`config.mk`:
```
export PLATFORM = sky130hd
export DESIGN_NAME = input_debounce_cpu
export DESIGN_NICKNAME = d
export VERILOG_FILES = /design/src/rtl/input_debounce_pkg.sv /design/src/rtl/input_debounce_cpu_debounce_bit.sv /design/src/rtl/input_debounce_cpu.sv
export SDC_FILE = /design/constraint.sdc
export NUM_CORES = 1
export LEC_CHECK = 0
export CAP_MARGIN = 20
export CORE_MARGIN = 3
export CORE_UTILIZATION = 60
export CTS_BUF_LIST = sky130_fd_sc_hd__clkbuf_16
export DETAILED_ROUTE_END_ITERATION = 8
export PLACE_DENSITY = 0.93
export SLEW_MARGIN = 25
export SYNTH_ARGS = -nofsm -noshare
export SYNTH_HDL_FRONTEND = slang
export SYNTH_SLANG_ARGS = --single-unit
```
`constraint.sdc`:
```
create_clock -name clk_i -period 6.1 [get_ports clk_i]
set_input_delay 0.915 -clock clk_i [delete_from_list [all_inputs] [get_ports clk_i]]
set_output_delay 0.915 -clock clk_i [all_outputs]
set_load 0.005 [all_outputs]
```
`src/rtl/input_debounce_pkg.sv`:
```
// input_debounce_pkg
//   Shared definitions for the input_debounce_cpu slice:
//   - register offsets (multiplied by Address_Wording and added to BaseAddress)
//   - per-bit debounce state record (sized for the largest supported build)
//   - reg_addr(): absolute bus address of a register offset
package input_debounce_pkg;

   localparam int unsigned REG_PERIOD = 0;
   localparam int unsigned REG_BYPASS = 1;
   localparam int unsigned REG_SYNCED = 2;
   localparam int unsigned REG_CLEAN  = 3;
   localparam int unsigned REG_CHANGE = 4;

   localparam int unsigned SYNC_MAX = 8;
   localparam int unsigned CNT_MAX  = 32;

   typedef struct packed {
      logic [SYNC_MAX-1:0] sync;
      logic                clean;
      logic [CNT_MAX-1:0]  cnt;
   } bit_state_t;

   function automatic logic [31:0] reg_addr(input int unsigned base,
                                            input int unsigned stride,
                                            input int unsigned offset);
      return 32'(base + offset * stride);
   endfunction

endpackage

```
`src/rtl/input_debounce_cpu_debounce_bit.sv`:
```
// debounce_bit
//   One input bit: SYNC_STAGES-flop synchroniser, qualification counter and
//   clean flop. The counter only advances on tick_i while the synced value
//   differs from clean; any return to the clean value clears it.
//   Optional macro INPUT_DEBOUNCE_CHANGE_EN adds change_o (one-cycle pulse on
//   every clean transition, registered on the same edge as clean).
// Ports:
//   clk_i, reset_i  clock, synchronous active-low reset
//   raw_i           asynchronous pin
//   tick_i          prescaler tick
//   period_i        qualification period in ticks (0 = pass-through)
//   bypass_i        pass-through for this bit
//   synced_o        synchroniser output
//   clean_o         debounced output
//   change_o        (macro only) transition pulse
module debounce_bit #(
   parameter int unsigned data_width  = 8,
   parameter int unsigned SYNC_STAGES = 2
)(
   input  logic                  clk_i,
   input  logic                  reset_i,
   input  logic                  raw_i,
   input  logic                  tick_i,
   input  logic [data_width-1:0] period_i,
   input  logic                  bypass_i,
   output logic                  synced_o,
   output logic                  clean_o
`ifdef INPUT_DEBOUNCE_CHANGE_EN
   ,output logic                 change_o
`endif
);

   logic [SYNC_STAGES-1:0] sync_q;
   logic [data_width-1:0]  cnt_q;
   logic [data_width-1:0]  cnt_d;
   logic                   clean_d;

   assign synced_o = sync_q[SYNC_STAGES-1];

   // The >= compare lets a shortened period take effect on the next tick
   // without the counter ever having to wrap past the new limit.
   always_comb begin
      clean_d = clean_o;
      cnt_d   = cnt_q;
      if (bypass_i || (period_i == '0)) begin
         clean_d = synced_o;
         cnt_d   = '0;
      end else if (synced_o == clean_o) begin
         cnt_d = '0;
      end else if (tick_i) begin
         if (cnt_q >= (period_i - data_width'(1))) begin
            clean_d = synced_o;
            cnt_d   = '0;
         end else begin
            cnt_d = cnt_q + data_width'(1);
         end
      end
   end

   always_ff @(posedge clk_i) begin
      if (!reset_i) begin
         sync_q   <= '0;
         cnt_q    <= '0;
         clean_o  <= 1'b0;
`ifdef INPUT_DEBOUNCE_CHANGE_EN
         change_o <= 1'b0;
`endif
      end else begin
         sync_q   <= {sync_q[SYNC_STAGES-2:0], raw_i};
         cnt_q    <= cnt_d;
         clean_o  <= clean_d;
`ifdef INPUT_DEBOUNCE_CHANGE_EN
         change_o <= clean_d ^ clean_o;
`endif
      end
   end

endmodule

```
`src/rtl/input_debounce_cpu.sv`:
```
// input_debounce_cpu
//   Bus-mapped input conditioner: synchronises and debounces data_width raw
//   pins and presents the clean field on clean_o (feeds the IO controller's
//   ex_data_i). Registers at BaseAddress + offset*Address_Wording:
//     0 Period (R/W), 1 Bypass mask (R/W), 2 Synced raw (R), 3 Clean (R),
//     4 Change flags (R, clear-on-read; only with INPUT_DEBOUNCE_CHANGE_EN).
//   Optional macro INPUT_DEBOUNCE_CHANGE_EN adds change_o and register 4.
// Ports:
//   clk_i, reset_i      clock, synchronous active-low reset
//   address_i, data_i   CPU address / write data
//   rd_wr_i             0 = read, 1 = write
//   data_o              registered read data (holds during writes)
//   take_controlr_o     read decode hit, take_controlw_o write decode hit
//   raw_i               asynchronous pins
//   clean_o             debounced bits
//   change_o            (macro only) per-bit transition pulse
module input_debounce_cpu
   import input_debounce_pkg::*;
#(
   parameter int unsigned BaseAddress     = 0,
   parameter int unsigned address_width   = 16,
   parameter int unsigned data_width      = 8,
   parameter int unsigned Address_Wording = 1,
   parameter int unsigned SYNC_STAGES     = 2,
   parameter int unsigned PRESCALE        = 1000,
   parameter int unsigned DEFAULT_PERIOD  = 4
)(
   input  logic                     clk_i,
   input  logic                     reset_i,
   input  logic [address_width-1:0] address_i,
   input  logic [data_width-1:0]    data_i,
   output logic [data_width-1:0]    data_o,
   input  logic                     rd_wr_i,
   output logic                     take_controlr_o,
   output logic                     take_controlw_o,
   input  logic [data_width-1:0]    raw_i,
   output logic [data_width-1:0]    clean_o
`ifdef INPUT_DEBOUNCE_CHANGE_EN
   ,output logic [data_width-1:0]   change_o
`endif
);

   localparam logic [address_width-1:0] ADDR_PERIOD =
      address_width'(reg_addr(BaseAddress, Address_Wording, REG_PERIOD));
   localparam logic [address_width-1:0] ADDR_BYPASS =
      address_width'(reg_addr(BaseAddress, Address_Wording, REG_BYPASS));
   localparam logic [address_width-1:0] ADDR_SYNCED =
      address_width'(reg_addr(BaseAddress, Address_Wording, REG_SYNCED));
   localparam logic [address_width-1:0] ADDR_CLEAN =
      address_width'(reg_addr(BaseAddress, Address_Wording, REG_CLEAN));
`ifdef INPUT_DEBOUNCE_CHANGE_EN
   localparam logic [address_width-1:0] ADDR_CHANGE =
      address_width'(reg_addr(BaseAddress, Address_Wording, REG_CHANGE));
`endif

   localparam int unsigned PS_W = (PRESCALE > 1) ? $clog2(PRESCALE) : 1;

   logic [PS_W-1:0]       ps_q;
   logic                  tick;
   logic [data_width-1:0] period_q;
   logic [data_width-1:0] bypass_q;
   logic [data_width-1:0] synced;
   logic                  hit_period;
   logic                  hit_bypass;
   logic                  rd_hit;
   logic [data_width-1:0] rd_data;
`ifdef INPUT_DEBOUNCE_CHANGE_EN
   logic                  hit_change;
   logic [data_width-1:0] flags_q;
`endif

   // Prescaler: 0..PRESCALE-1, tick on the last count (every cycle if 1).
   assign tick = (ps_q == PS_W'(PRESCALE - 1));

   always_ff @(posedge clk_i) begin
      if (!reset_i) begin
         ps_q <= '0;
      end else begin
         ps_q <= tick ? '0 : (ps_q + PS_W'(1));
      end
   end

   assign hit_period = (address_i == ADDR_PERIOD);
   assign hit_bypass = (address_i == ADDR_BYPASS);
`ifdef INPUT_DEBOUNCE_CHANGE_EN
   assign hit_change = (address_i == ADDR_CHANGE);
`endif

   always_comb begin
      rd_hit  = 1'b1;
      rd_data = '0;
      if (hit_period) begin
         rd_data = period_q;
      end else if (hit_bypass) begin
         rd_data = bypass_q;
      end else if (address_i == ADDR_SYNCED) begin
         rd_data = synced;
      end else if (address_i == ADDR_CLEAN) begin
         rd_data = clean_o;
`ifdef INPUT_DEBOUNCE_CHANGE_EN
      end else if (hit_change) begin
         rd_data = flags_q;
`endif
      end else begin
         rd_hit = 1'b0;
      end
   end

   always_ff @(posedge clk_i) begin
      if (!reset_i) begin
         data_o          <= '0;
         take_controlr_o <= 1'b0;
         take_controlw_o <= 1'b0;
         period_q        <= data_width'(DEFAULT_PERIOD);
         bypass_q        <= '0;
      end else begin
         if (!rd_wr_i) begin
            data_o          <= rd_data;
            take_controlr_o <= rd_hit;
         end
         take_controlw_o <= rd_wr_i && (hit_period || hit_bypass);
         if (rd_wr_i && hit_period) begin
            period_q <= data_i;
         end
         if (rd_wr_i && hit_bypass) begin
            bypass_q <= data_i;
         end
      end
   end

`ifdef INPUT_DEBOUNCE_CHANGE_EN
   // Clear-on-read applies before OR-ing in new pulses so a same-edge change survives.
   always_ff @(posedge clk_i) begin
      if (!reset_i) begin
         flags_q <= '0;
      end else begin
         flags_q <= ((!rd_wr_i && hit_change) ? '0 : flags_q) | change_o;
      end
   end
`endif

   for (genvar b = 0; b < data_width; b++) begin : g_bit
      debounce_bit #(
         .data_width  (data_width),
         .SYNC_STAGES (SYNC_STAGES)
      ) u_bit (
         .clk_i    (clk_i),
         .reset_i  (reset_i),
         .raw_i    (raw_i[b]),
         .tick_i   (tick),
         .period_i (period_q),
         .bypass_i (bypass_q[b]),
         .synced_o (synced[b]),
         .clean_o  (clean_o[b])
`ifdef INPUT_DEBOUNCE_CHANGE_EN
         ,.change_o (change_o[b])
`endif
      );
   end

endmodule

```
==> flow_summary.json, run 1 <==
{
  "postCtsSetupBuffers": 0,
  "cts.path.max_buffers": 2,
  "grt_pass1_wl_um": 28300,
  "placedCellCount": 876,
  "start_kind": "register",
  "grt_max_degree": 63,
  "required_ns": 6.44,
  "avgViaCountPerCell": 6.29,
  "root_buffer": "clkbuf_16",
  "sw_frac_of_total_pct": 23.7,
  "finalSetupViolations": 0,
  "crit_path_end_kind": "register",
  "die_y_um": 110,
  "yosys.area.top_type": "dfxtp_1",
  "cts_tree": "built",
  "numCtsBuffers": 17,
  "diodes": 0,
  "pwr_density_cell_nw_per_um2": 242,
  "min_from": "g_bit[7].u_bit.sync_q[0]$_SDFF_PN0_",
  "syn_to_final_growth_pct": 17.5,
  "r2r_end": "g_bit[5].u_bit.clean_o$_SDFFE_PN0P_",
  "routed_wl_um": 17600,
  "hold_buffers": 0,
  "fp.dieW_um": 110,
  "hpwl_um": 11100,
  "drc": 0,
  "drt-met1-wl_um": 6440,
  "worstPathMaxFanout": 10,
  "drive_gt1_share_pct": 7.25,
  "first_iter_violations": 399,
  "rr_worst_depth": 12,
  "core_area_sq_um": 10500,
  "fmax_mhz": 226,
  "globalplace.congestion": 0.883,
  "drt_pre_antenna_iters": 5,
  "path_class": "register to register",
  "synth_fp_nets": 802,
  "finalClockSkew_ns": 0.0136,
  "yosysWarnings": 0,
  "yosysUniqueCellTypes": 46,
  "hold_end": "g_bit[7].u_bit.sync_q[1]$_SDFF_PN0_",
  "grt-ovfl-total": 0,
  "tightestPinTransition_ns": 1.01,
  "fin_util_pct": 73.4,
  "final_cell_mix": "dfxtp_1, nor2_1, nand2_1, clkdlybuf4s50_1, ha_1",
  "grt_pass1_vias": 5799,
  "synth_area_per_cell_sq_um": 9.13,
  "dpl_worst_slack_ns": 1.84,
  "finalCritPeriodShare_pct": 72.4,
  "dieArea_sq_um": 12200,
  "p_comb_share_pct": 3.1,
  "hold_viol_final": 0,
  "setup_ws_ns": 1.68,
  "slew-limit-headroom_pct": 32.2,
  "h-tree-depth": 4,
  "synthArstFlopShare_pct": 0,
  "worstHoldPathType": "register to register",
  "netlist_area_sq_um": 6540,
  "dr_total_vias": 5712,
  "antenna_found_initial": 0,
  "reg2reg_setup_slack_ns": 1.68,
  "ys_seq_area_share_pct": 38.0,
  "yosys-top-cells-area": "dfxtp_1, ha_1, xor2_1",
  "synth-seq-cells": 124,
  "dr_wl_met2_um": 8870,
  "final_cells": 908,
  "postRouteAntennaNets": 0,
  "internal_power_mw": 1.41,
  "p_switching_mw": 0.440,
  "grt_usage_pct": 30.3,
  "pin_count": 53,
  "irDropWorstVdd_mv": 0.165,
  "cts_resized": 0,
  "path_clk_slew_ns": 0.06,
  "setup_total_negative_slack_ns": 0,
  "pwr-share-clk_pct": 52.7,
  "min_path_cells": 1,
  "rsz0062_at_grt": "false",
  "netlist.area_leader.share_pct": 38.0,
  "final_common_cell": "dfxtp_1",
  "start_util_pct": 62.5,
  "arrival_ns": 4.76,
  "synth_edf_count": 0,
  "port_buffers": 52,
  "nets": 845,
  "maxSlewViolCount": 0,
  "yosys_most_used_dff": "dfxtp_1",
  "total_power_mw": 1.85,
  "status": "finished clean",
  "netlist_instances": 716,
  "p_seq_share_pct": 44.3,
  "top_layer": "met4",
  "wl_met3_um": 1480,
  "p_leak_nw": 2.91,
  "cts.sinks": 124,
  "reg2reg_from": "period_q[0]$_SDFFE_PN0P_",
  "clkLatencyLatePin_ns": 0.43,
  "drv_cap": 0,
  "wl_per_cell_um": 19.4,
  "min_period_ns": 4.42,
  "rows": 37
}
worst max-delay path, cell delays in order, from the launching register on:
cell and delay (ns):
dfxtp_1 0.46, inv_1 0.24, ha_1 0.31, xnor2_1 0.74
ha_1 0.40, a21o_1 0.19, a31oi_1 0.14, o21ai_0 0.12
maj3_1 0.37, maj3_1 0.36, maj3_1 0.44, a211oi_1 0.35
mux2i_1 0.23
cell families after synthesis:
kind of cell               count (synthesis)  share of synthesized area [%]
and+or+nand+nor                          288                           22.4
buffers and inverters                     46                           3.33
adders and majority gates                 66                           12.1
DFF                                      124                           38.0
muxes                                     29                           5.97
AOI/OAI and AO/OA                         92                           8.52
xor gates and xnor gates                  71                           9.63
how the worst max path moves through the flow:
stage,start,endpoint,slack (ns),depth (start not counted)
after floorplan,period_q[0]$_SDFFE_PN0P_,g_bit[5].u_bit.clean_o$_SDFFE_PN0P_,2.41,12
after global placement,period_q[0]$_SDFFE_PN0P_,g_bit[5].u_bit.clean_o$_SDFFE_PN0P_,1.90,12
after detailed placement,period_q[0]$_SDFFE_PN0P_,g_bit[5].u_bit.clean_o$_SDFFE_PN0P_,1.84,12
after CTS,period_q[0]$_SDFFE_PN0P_,g_bit[5].u_bit.clean_o$_SDFFE_PN0P_,1.71,12
after global routing,period_q[0]$_SDFFE_PN0P_,g_bit[5].u_bit.clean_o$_SDFFE_PN0P_,1.40,12
final,period_q[0]$_SDFFE_PN0P_,g_bit[5].u_bit.clean_o$_SDFFE_PN0P_,1.68,12
cell type report:
cell class / instances / area, sq um
well taps: 136 / 170
flip-flops and latches: 124 / 2480
fillers: 683 / 2780
repair buffers: 59 / 573
clock inverters: 15 / 140
clock buffers: 17 / 425
multi-input cells: 546 / 3850
inverters: 11 / 41.3
power groups by stage:
stage	combinational (mW)	sequential [mW]	clock, mW
final	0.0567	0.821	0.977
after global routing	0.0603	0.821	1.02
after CTS	0.0563	0.821	0.978
after detailed placement	0.0547	0.839	0
after global placement	0.0528	0.838	0
after floorplan	0.0267	0.837	0
metrics by stage:
| stage | cell area [sq um] | hold slack, ns |
|---|---|---|
| floorplan | 6540 | 0.412 |
| global placement | 7110 | 0.415 |
| detailed placement | 7110 | 0.419 |
| CTS | 7680 | 0.436 |
| global route | 7680 | 0.452 |
| finish | 7680 | 0.434 |
cells in the mapped netlist, drive strengths merged (3+ instances only):
cell type and n:
mux2i 21, maj3 15, inv 11, or3 6
nor4 4, buf 15, o311ai 3, nor3b 9
and3 17, nand4 23, nor2 75, nand2 64
xnor2 29, nand2b 9, o21ai 24, clkbuf 20
ha 51, nor2b 24, dfxtp 124, nand3 22
a21oi 31, a21o 11, and2 19, a31oi 10
mux4 8, o41ai 3, nor3 6, xor2 42
or4 5, o221ai 3
registers in the layout (all words and copies together), names as in the netlist:
name,flops
ps_q,10
g_bit.u_bit.sync_q,16
take_controlw_o,1
g_bit.u_bit.clean_o,8
bypass_q,8
period_q,8
g_bit.u_bit.cnt_q,64
data_o,8
take_controlr_o,1
layer usage:
metal,global-route usage [%],vias up
met5,0,-
met2,51.6,332
met1,35.0,2683
met3,6.93,94
li1,-,2603
met4,16.6,0
(Power assumes the default switching activity.)
==> run 2: changes to the inputs <==
Settings changed: CORE_UTILIZATION 60 to 59, PLACE_DENSITY 0.93 to 0.92.
Clock period 6.1 ns to 4.13 ns, I/O delays scaled along.
==> flow_summary.json, run 2 (synthesized netlist as in run 1, its figures left out) <==
{
  "hpwl_um": 11400,
  "finalSetupViolations": 0,
  "cts_resized": 0,
  "routed_wl_um": 17300,
  "final_common_cell": "dfxtp_1",
  "top_register": "g_bit.u_bit.cnt_q",
  "pin_count": 53,
  "largest_register_ffs": 64,
  "internal_power_mw": 2.31,
  "slowest_stage": "a2111o_1",
  "avgViaCountPerCell": 6.22,
  "top_regs": "g_bit.u_bit.cnt_q x64, g_bit.u_bit.sync_q x16, ps_q x10",
  "drv_cap": 0,
  "worstPathMaxFanout": 10,
  "grt_pass1_wl_um": 27900,
  "rr_worst_depth": 13,
  "grt_max_degree": 62,
  "port_buffers": 52,
  "p_comb_share_pct": 2.9,
  "dieArea_sq_um": 12400,
  "min_period_ns": 3.92,
  "finalCritPeriodShare_pct": 95.0,
  "sw_frac_of_total_pct": 20.5,
  "required_ns": 4.48,
  "placedCellCount": 879,
  "grt-ovfl-total": 0,
  "antenna_found_initial": 0,
  "min_path_cells": 1,
  "root_buffer": "clkbuf_16",
  "total_power_mw": 2.91,
  "start_kind": "register",
  "first_iter_violations": 648,
  "fmax_mhz": 255,
  "fp.dieW_um": 111,
  "crit_path_end_kind": "register",
  "cp_common_cell": "maj3_2",
  "hold_viol_final": 0,
  "crit_chain": "inv_1 -> ha_1 -> xnor2_1 -> buf_4 -> ha_1 -> a21o_1 -> a31oi_1 -> o21ai_0 -> maj3_2 -> maj3_2 -> maj3_2 -> a2111o_1 -> a21oi_1",
  "dr_total_vias": 5664,
  "fin_util_pct": 73.6,
  "postCtsSetupBuffers": 0,
  "path_clk_slew_ns": 0.06,
  "final_cells": 910,
  "cts_tree": "built",
  "p_leak_nw": 2.96,
  "diodes": 0,
  "final_cell_mix": "dfxtp_1, nor2_1, nand2_1, clkdlybuf4s50_1, ha_1",
  "maxSlewViolCount": 0,
  "arrival_ns": 4.27,
  "status": "finished clean",
  "p_seq_share_pct": 41.8,
  "start_util_pct": 61.9,
  "drt_pre_antenna_iters": 6,
  "pwr_density_cell_nw_per_um2": 374,
  "path_class": "register to register",
  "grt_usage_pct": 28.2,
  "die_y_um": 111,
  "core_area_sq_um": 10600,
  "syn_to_final_growth_pct": 18.8,
  "numCtsBuffers": 17,
  "rsz0062_at_grt": "false",
  "drc": 0,
  "setup_total_negative_slack_ns": 0,
  "postRouteAntennaNets": 0,
  "hold_buffers": 0,
  "slew-limit-headroom_pct": 32.6,
  "finalClockSkew_ns": 0.0100,
  "pwr-share-clk_pct": 55.3,
  "n_fill_cell": 653,
  "drive_gt1_share_pct": 7.11,
  "h-tree-depth": 4,
  "path_delay_family": "adder cells",
  "rows": 37,
  "irDropWorstVdd_mv": 0.490,
  "p_switching_mw": 0.596,
  "clkLatencyLatePin_ns": 0.43,
  "worstHoldPathType": "register to register",
  "cts.sinks": 124,
  "grt_pass1_vias": 5729,
  "crit_cells": 13,
  "cpPeakStageDelay_ns": 0.54,
  "worst-path-buf-inv": 2,
  "nets": 848,
  "reg2reg_setup_slack_ns": 0.21,
  "tightestPinTransition_ns": 1.00,
  "wl_per_cell_um": 19.0,
  "globalplace.congestion": 0.880,
  "cts.path.max_buffers": 2
}
run 2: changes by cell type in the layout (fill, tap and decap cells not counted), sizes merged:
cell,before,now
buf,7,10
bufinv,1,5
clkinv,6,5
inv,16,12
run 2: worst register-to-register path: cells and delay by family (launching register included):
family / cells / cell delay, ns
adders and majority gates: 5 / 1.53
AOI/OAI and AO/OA: 5 / 1.14
DFF: 1 / 0.47
xor gates and xnor gates: 1 / 0.22
buffers and inverters: 2 / 0.48
run 2: stage by stage:
step / hold slack, ns / cell area (sq um) / worst slack [ns]
finish: 0.429 / 7760 / 0.208
global placement: 0.417 / 7140 / 0.535
CTS: 0.430 / 7760 / 0.268
detailed placement: 0.419 / 7140 / 0.345
floorplan: 0.412 / 6540 / 0.437
global route: 0.445 / 7760 / 0.0317
run 2: cell type report:
type	instances	area [sq um]	area share [%]
inverters	11	41.3	0.532
multi-input cells	546	3850	49.5
clock inverters	14	203	2.61
clock buffers	17	425	5.48
well taps	136	170	2.19
flip-flops and latches	124	2480	32.0
repair buffers	62	596	7.67
run 2: power groups by stage:
stage	Combinational, mW	Clock [mW]	Sequential, mW
2_1_floorplan	0.0394	0	1.24
3_3_place_gp	0.0788	0	1.24
3_5_place_dp	0.0817	0	1.24
4_1_cts	0.0834	1.62	1.21
5_1_grt	0.0907	1.67	1.21
6_report	0.0845	1.61	1.21
run 2: worst paths after layout:
path,from,endpoint
setup / recovery,period_q[0]$_SDFFE_PN0P_,g_bit[0].u_bit.cnt_q[1]$_SDFFE_PP0N_
hold / removal,g_bit[3].u_bit.sync_q[0]$_SDFF_PN0_,g_bit[3].u_bit.sync_q[1]$_SDFF_PN0_
setup reg to reg,period_q[0]$_SDFFE_PN0P_,g_bit[0].u_bit.cnt_q[1]$_SDFFE_PP0N_
hold reg to reg,g_bit[3].u_bit.sync_q[0]$_SDFF_PN0_,g_bit[3].u_bit.sync_q[1]$_SDFF_PN0_
run 2: metal layers:
metal  track usage (%)  vias to the layer above  share of wire (%)
met5                 0                        -                  0
met4              14.6                        0                4.2
met3              8.95                       83                8.5
met2              47.0                      307                 49
met1              32.4                     2675                 38
li1                  -                     2599                  -
